File: config.mk
export PLATFORM = sky130hd
export DESIGN_NAME = edf_arbiter
export DESIGN_NICKNAME = d
export VERILOG_FILES = /design/src/rtl/edf_pkg.sv /design/src/rtl/edf_arbiter.sv
export SDC_FILE = /design/constraint.sdc
export NUM_CORES = 1
export LEC_CHECK = 0
export CAP_MARGIN = 20
export CORE_AREA = 2 2 232 234
export CTS_BUF_LIST = sky130_fd_sc_hd__clkbuf_8
export CTS_CLUSTER_SIZE = 40
export DETAILED_ROUTE_END_ITERATION = 10
export DIE_AREA = 0 0 234 236
export PLACE_DENSITY = 0.49
export SKIP_CTS_REPAIR_TIMING = 1
export SYNTH_ARGS = -nofsm -noshare
export SYNTH_HDL_FRONTEND = slang
export SYNTH_SLANG_ARGS = --single-unit
export TNS_END_PERCENT = 100
File: constraint.sdc
create_clock -name clk_i -period 7.2 [get_ports clk_i]
set_input_delay 1.08 -clock clk_i [delete_from_list [all_inputs] [get_ports clk_i]]
set_output_delay 1.08 -clock clk_i [all_outputs]
set_load 0.01 [all_outputs]
File: src/rtl/edf_pkg.sv
// Shared EDF interrupt-controller package: FSM states, timestamp width, deadline ordering.
// EDF_ARB_WRAP_EN selects wrap-aware (signed difference) ordering instead of plain unsigned.
package edf_pkg;

   localparam int TsWidthDef = 64;
   localparam int TsMaxWidth = 64;

   typedef enum logic [1:0] {
      IDLE    = 2'd0,
      SCAN    = 2'd1,
      VALID   = 2'd2,
      CLAIMED = 2'd3
   } edf_state_e;

   function automatic logic [TsMaxWidth-1:0] ts_mask(input int unsigned w);
      return {TsMaxWidth{1'b1}} >> (TsMaxWidth - w);
   endfunction

   // True when deadline a is strictly earlier than deadline b, both w bits wide.
   function automatic logic dl_before(input logic [TsMaxWidth-1:0] a,
                                      input logic [TsMaxWidth-1:0] b,
                                      input int unsigned           w);
      logic [TsMaxWidth:0] diff;
      diff = {1'b0, a & ts_mask(w)} - {1'b0, b & ts_mask(w)};
`ifdef EDF_ARB_WRAP_EN
      return 1'(diff >> (w - 1));
`else
      return diff[TsMaxWidth];
`endif
   endfunction

endpackage

File: src/rtl/edf_arbiter.sv
// Earliest-deadline-first arbiter: scans one source per cycle, presents the winner, runs claim/complete.
// Deadline ordering is wrap-aware when EDF_ARB_WRAP_EN is defined, plain unsigned otherwise.
module edf_arbiter
   import edf_pkg::*;
#(
   parameter int NumSrc  = 8,
   parameter int TsWidth = TsWidthDef,
   parameter int IdWidth = $clog2(NumSrc)
) (
   input  logic                      clk_i,
   input  logic                      rst_ni,
   input  logic [NumSrc-1:0]         ip_i,
   input  logic [NumSrc*TsWidth-1:0] dl_i,
   input  logic                      claim_i,
   input  logic                      complete_i,
   input  logic [IdWidth-1:0]        complete_id_i,
   output logic                      irq_o,
   output logic [IdWidth-1:0]        irq_id_o,
   output logic [TsWidth-1:0]        irq_dl_o,
   output logic [NumSrc-1:0]         ip_clr_o,
   output logic                      busy_o
);

   edf_state_e           state_d, state_q;
   logic [IdWidth-1:0]   idx_d, idx_q;
   logic                 best_valid_d, best_valid_q;
   logic [IdWidth-1:0]   best_id_d, best_id_q;
   logic [TsWidth-1:0]   best_dl_d, best_dl_q;
   logic [IdWidth-1:0]   claimed_id_d, claimed_id_q;
   logic [NumSrc-1:0]    ip_prev_d, ip_prev_q;
   logic                 irq_d, irq_q;
   logic [IdWidth-1:0]   irq_id_d, irq_id_q;
   logic [TsWidth-1:0]   irq_dl_d, irq_dl_q;
   logic [NumSrc-1:0]    ip_clr_d, ip_clr_q;
   logic                 busy_d, busy_q;

   logic                 cur_ip;
   logic [TsWidth-1:0]   cur_dl;
   logic [TsMaxWidth-1:0] cur_dl_ext;
   logic [TsMaxWidth-1:0] best_dl_ext;
   logic                 take;
   logic                 ip_changed;
   logic                 last_idx;

   // Select the source under evaluation; the one comparator is shared across all sources.
   always_comb begin
      cur_ip = 1'b0;
      cur_dl = '0;
      for (int i = 0; i < NumSrc; i++) begin
         if (idx_q == IdWidth'(i)) begin
            cur_ip = ip_i[i];
            cur_dl = dl_i[i*TsWidth +: TsWidth];
         end else begin
            cur_ip = cur_ip;
            cur_dl = cur_dl;
         end
      end
   end

   // Candidate decision: strict comparison so equal deadlines keep the lower index.
   always_comb begin
      cur_dl_ext                = '0;
      best_dl_ext               = '0;
      cur_dl_ext[TsWidth-1:0]   = cur_dl;
      best_dl_ext[TsWidth-1:0]  = best_dl_q;
      take       = cur_ip & (~best_valid_q | dl_before(cur_dl_ext, best_dl_ext, TsWidth));
      ip_changed = (ip_i != ip_prev_q);
      last_idx   = (idx_q == IdWidth'(NumSrc - 1));
      ip_prev_d  = ip_i;
   end

   // Next-state and registered-output logic.
   always_comb begin
      state_d      = state_q;
      idx_d        = idx_q;
      best_valid_d = best_valid_q;
      best_id_d    = best_id_q;
      best_dl_d    = best_dl_q;
      claimed_id_d = claimed_id_q;
      irq_d        = irq_q;
      irq_id_d     = irq_id_q;
      irq_dl_d     = irq_dl_q;
      ip_clr_d     = '0;
      busy_d       = busy_q;

      case (state_q)
         IDLE: begin
            if (ip_i != '0) begin
               state_d      = SCAN;
               idx_d        = '0;
               best_valid_d = 1'b0;
            end else begin
               state_d      = IDLE;
            end
         end

         SCAN: begin
            if (ip_changed) begin
               idx_d        = '0;
               best_valid_d = 1'b0;
            end else begin
               if (take) begin
                  best_id_d    = idx_q;
                  best_dl_d    = cur_dl;
                  best_valid_d = 1'b1;
               end else begin
                  best_valid_d = best_valid_q;
               end
               if (last_idx) begin
                  idx_d = '0;
                  if (take || best_valid_q) begin
                     state_d  = VALID;
                     irq_d    = 1'b1;
                     irq_id_d = take ? idx_q : best_id_q;
                     irq_dl_d = take ? cur_dl : best_dl_q;
                  end else begin
                     state_d  = IDLE;
                  end
               end else begin
                  idx_d = idx_q + IdWidth'(1);
               end
            end
         end

         VALID: begin
            // Claim wins over a simultaneous change of the pending set.
            if (claim_i) begin
               state_d            = CLAIMED;
               claimed_id_d       = best_id_q;
               ip_clr_d[best_id_q] = 1'b1;
               irq_d              = 1'b0;
               busy_d             = 1'b1;
            end else if (ip_changed) begin
               state_d      = SCAN;
               idx_d        = '0;
               best_valid_d = 1'b0;
               irq_d        = 1'b0;
            end else begin
               state_d      = VALID;
            end
         end

         CLAIMED: begin
            if (complete_i && (complete_id_i == claimed_id_q)) begin
               state_d      = IDLE;
               busy_d       = 1'b0;
               best_valid_d = 1'b0;
            end else begin
               state_d      = CLAIMED;
            end
         end

         default: begin
            state_d      = IDLE;
            idx_d        = '0;
            best_valid_d = 1'b0;
            irq_d        = 1'b0;
            busy_d       = 1'b0;
         end
      endcase
   end

   // State and output registers.
   always_ff @(posedge clk_i or negedge rst_ni) begin
      if (!rst_ni) begin
         state_q      <= IDLE;
         idx_q        <= '0;
         best_valid_q <= 1'b0;
         best_id_q    <= '0;
         best_dl_q    <= '0;
         claimed_id_q <= '0;
         ip_prev_q    <= '0;
         irq_q        <= 1'b0;
         irq_id_q     <= '0;
         irq_dl_q     <= '0;
         ip_clr_q     <= '0;
         busy_q       <= 1'b0;
      end else begin
         state_q      <= state_d;
         idx_q        <= idx_d;
         best_valid_q <= best_valid_d;
         best_id_q    <= best_id_d;
         best_dl_q    <= best_dl_d;
         claimed_id_q <= claimed_id_d;
         ip_prev_q    <= ip_prev_d;
         irq_q        <= irq_d;
         irq_id_q     <= irq_id_d;
         irq_dl_q     <= irq_dl_d;
         ip_clr_q     <= ip_clr_d;
         busy_q       <= busy_d;
      end
   end

   assign irq_o    = irq_q;
   assign irq_id_o = irq_id_q;
   assign irq_dl_o = irq_dl_q;
   assign ip_clr_o = ip_clr_q;
   assign busy_o   = busy_q;

endmodule

==> results of run 1 <==
==> logic make-up (layout without fill, tap and decap cells) <==
kind of cell	Yosys count	after routing	share of synthesized area, %
AOI/OAI and AO/OA	536	536	29.1
DFF	161	161	33.0
adders and majority gates	73	73	7.47
muxes	71	71	6.53
xor gates and xnor gates	11	11	0.788
buffers and inverters	213	739	7.29
and+or+nand+nor	366	366	15.9
other	0	2	0
==> through the flow <==
step | hold WS (ps) | area (µm²)
after detailed placement | 486 | 18900
after floorplan | 468 | 12200
final | 481 | 19300
after CTS | 450 | 19300
after global routing | 468 | 19300
after global placement | 485 | 18900
==> registers in the layout, summed over array words and instances, names as in the netlist <==
signal / count
irq_o: 1
state_q: 2
best_dl_ext: 64
idx_q: 3
irq_id_o: 3
ip_prev_q: 8
best_valid_q: 1
busy_o: 1
claimed_id_q: 3
ip_clr_o: 8
irq_dl_o: 64
best_id_q: 3
==> critical path, stage by stage, from the launching register on <==
cell	delay (ps)
sky130_fd_sc_hd__dfrtp_1	670
sky130_fd_sc_hd__inv_1	250
sky130_fd_sc_hd__ha_4	570
sky130_fd_sc_hd__a21oi_1	150
sky130_fd_sc_hd__nand2_4	640
sky130_fd_sc_hd__a221oi_1	110
sky130_fd_sc_hd__or3_1	400
sky130_fd_sc_hd__a31oi_1	350
sky130_fd_sc_hd__ha_1	300
sky130_fd_sc_hd__and3_1	190
sky130_fd_sc_hd__a221o_1	310
sky130_fd_sc_hd__a221oi_1	500
sky130_fd_sc_hd__o41ai_1	260
sky130_fd_sc_hd__a31oi_1	360
sky130_fd_sc_hd__or4_4	810
sky130_fd_sc_hd__a31oi_1	200
sky130_fd_sc_hd__a21oi_1	200
==> power by group <==
| group | leakage, nW | switching [mW] | internal (mW) |
|---|---|---|---|
| sequential | 2.22 | 0.0239 | 0.936 |
| clock | 0.179 | 0.393 | 0.286 |
| combinational | 5.03 | 0.258 | 0.392 |
| total | 7.43 | 0.675 | 1.61 |
==> Yosys cell counts, drive strengths merged, types with 2 or more instances <==
cell type	count
a2111oi	3
a211oi	2
a21o	14
a21oi	90
a221o	2
a221oi	65
a31oi	134
and3	4
and4	2
buf	33
clkbuf	103
dfrtp	161
ha	73
inv	77
mux2	70
nand2	90
nand2b	5
nand3	11
nand3b	64
nand4	13
nor2	88
nor2b	4
nor3	6
nor3b	3
nor4	4
o211ai	4
o21ai	84
o221ai	63
o22ai	64
o31ai	2
or2	3
or3	65
xnor2	11
==> worst max path at each step <==
stage,startpoint,endpoint,slack [ps],cells past startpoint
floorplan,idx_q[2],best_dl_ext[37],2340,22
global placement,idx_q[2],irq_dl_o[7],680,19
detailed placement,idx_q[2],irq_dl_o[8],660,19
CTS,idx_q[2],irq_dl_o[8],590,19
global route,idx_q[2],irq_dl_o[8],320,19
finish,idx_q[2],irq_dl_o[34],730,16
==> layout by cell type, fill, tap and decap left out, drive strengths merged, types with 11 or more instances in the layout <==
cell type      instances
nor2                  88
or3                   65
inv                   82
o221ai                63
a21o                  14
a221oi                65
o22ai                 64
nand3b                64
dfrtp                161
xnor2                 11
clkbuf                18
ha                    73
a31oi                134
nand2                 90
nand3                 11
clkdlybuf4s50        602
o21ai                 84
buf                   28
mux2                  70
a21oi                 90
nand4                 13
==> layout make-up <==
class	instances	area share [%]
multi-input combinational	1057	38.4
timing repair buffer	630	32.6
sequential	161	20.9
tap	696	4.52
inverter	77	1.50
clock buffer	18	1.29
clock inverter	14	0.675
antenna	2	0.0260
==> layer usage <==
layer | part of all wire, % | global-route usage (%)
met4 | 3.7 | 8.50
met5 | 0.041 | 0
met2 | 49 | 40.8
met1 | 41 | 28.1
met3 | 6.4 | 4.29
==> results.txt, run 1 <==
----------------------------------------------------
[Critical path]
  Setup CP Type ... reg -> reg
  Setup slack of the worst register-to-register path ... 730 ps
  Endpoint type of the worst setup path ... flop
  Critical R2R Launch ... idx_q[2]
  WP data arrival ... 6880 ps
  Cell depth of the worst flop-to-flop path ... 16
  Critical Path Fanout Max ... 67
  Worst flop-to-flop path endpoint ... irq_dl_o[34]
  Critical path required time ... 7610 ps
  Crit path launch type ... flop

[Place]
  Placed Cells ... about 2,600
  Count of input and output buffers ... 603
  Worst Setup Slack post-DPL ... between 600 and 700 ps
  Routability congestion estimate from global placement ... 0.913
  Post-DP HPWL ... 50,100 µm

[STA]
  Final worst-path setup slack ... around 730 ps
  Worst Max-Slew Pin Slew ... 997 ps
  Total Neg Setup Slack ... 0 ps
  Final hold vios ... 0
  Final-report max-slew violation count ... 0
  Share of the clock period used by the worst path after layout ... between 80% and 90%
  RSZ-0062 raised after global routing ... false
  Clock skew ... 15.5 ps
  Relative slew slack ... roughly a third
  Tmin final ... 6470 ps
  Fmax achieved ... around 150 MHz
  Setup-failing EPs final ... 0

[Logic synthesis]
  Count of synthesis-stage warnings from yosys ... 0
  Per-instance average area after synthesis ... 8.54 µm²
  Main synth FF type ... sky130_fd_sc_hd__dfrtp_1
  Cell types with the largest area share after synthesis ... sky130_fd_sc_hd__dfrtp_1 33%, sky130_fd_sc_hd__ha_1 7.5%, sky130_fd_sc_hd__a31oi_1 6.9%
  EDFF count, synth ... 0
  Cell area after synthesis ... 12,200 µm²
  Cell taking the most area after synthesis ... sky130_fd_sc_hd__dfrtp_1
  Post-synthesis sequential element count ... 161
  Distinct cells, synth ... 58
  Number of instances in the synthesized netlist ... roughly 1,400
  Post-synth net total ... 2,031
  Share of Yosys cell area claimed by the top area cell type ... 33.0%
  Sequential fraction of the synthesis area ... 33.0%
  Fraction of synthesis flops using an asynchronous set or reset pin ... between 90% and 100%

[Cells and area]
  Relative area change from synthesis to final layout ... 57.6%
  Footprint of the multi-input gates ... between 7000 and 8000 µm²
  Core Util, Final ... 36.3%
  Non-filler instance count after layout ... 2,655
  Count of filler cells inserted in the layout ... between 5,000 and 6,000
  Sequential cell area ... 4030 µm²
  NumNets Final ... between 2,000 and 3,000
  Layout cells sized above 1 ... under 10%

[Clock tree]
  Number of clock buffers inserted by TritonCTS ... 17
  Number of sinks driven by the clock tree ... 161
  TritonCTS clock tree ... built
  Insertion delay of the later-clocked pin in the worst-skew pair ... 490 ps
  Root buffer cell ... sky130_fd_sc_hd__clkbuf_8
  Clock-pin slew reported for the worst setup and hold paths after clock tree synthesis ... about 100 ps
  Clock tree buffer depth ... 2
  H-Tree Level Count ... 4

[Global route]
  Wire length of the first global-routing pass ... 95,200 µm
  Tot GR Track Use ... 23.3%
  Vias in the first global route ... 14,500
  Maximum number of pins on one net before global-route repair ... 80
  Number of antenna violations at the first check in global routing ... 5
  Overflow after GRT ... 0

[Floorplanning]
  Die height ... roughly 240 µm
  Io pins ... 604
  Area of the core ... 53,100 µm²
  Initial cell density of the core ... 23.0%
  # rows ... between 80 and 90
  Total die area ... 55,200 µm²
  Die X-Extent ... between 200 and 250 µm

[Detailed routing]
  Detailed-route wire length ... between 60,000 and 70,000 µm
  Drt pass-1 iters ... 5
  Remaining routing DRC violations ... 0
  Via density ... 5.30
  Vias ... around 14,000
  WL/cell ... 24.9 µm
  Remaining antenna violation count after routing ... 0
  First DRT Iteration DRCs ... approximately 1,100

[Power and ir drop]
  Power density of the placed cells ... 119 nW/µm²
  Final Total Pwr ... 2.29 mW
  Worst supply voltage drop on vdd ... 0.109 mV
  Static Leak ... 7.43 nW

[Worst hold path]
  Hold WC Path Type ... in -> async

[Run status]
  Outcome ... completed

[Flow run]
  Max-cap violations ... 0

----------------------------------------------------
(Power assumes the default switching activity.)
==> run 2, diff against run 1 <==
Settings changed: ABC_CLOCK_PERIOD_IN_PS set to 7200.
==> results of run 2 <==
Final layout, timing and power as in run 1 (identical DEF).
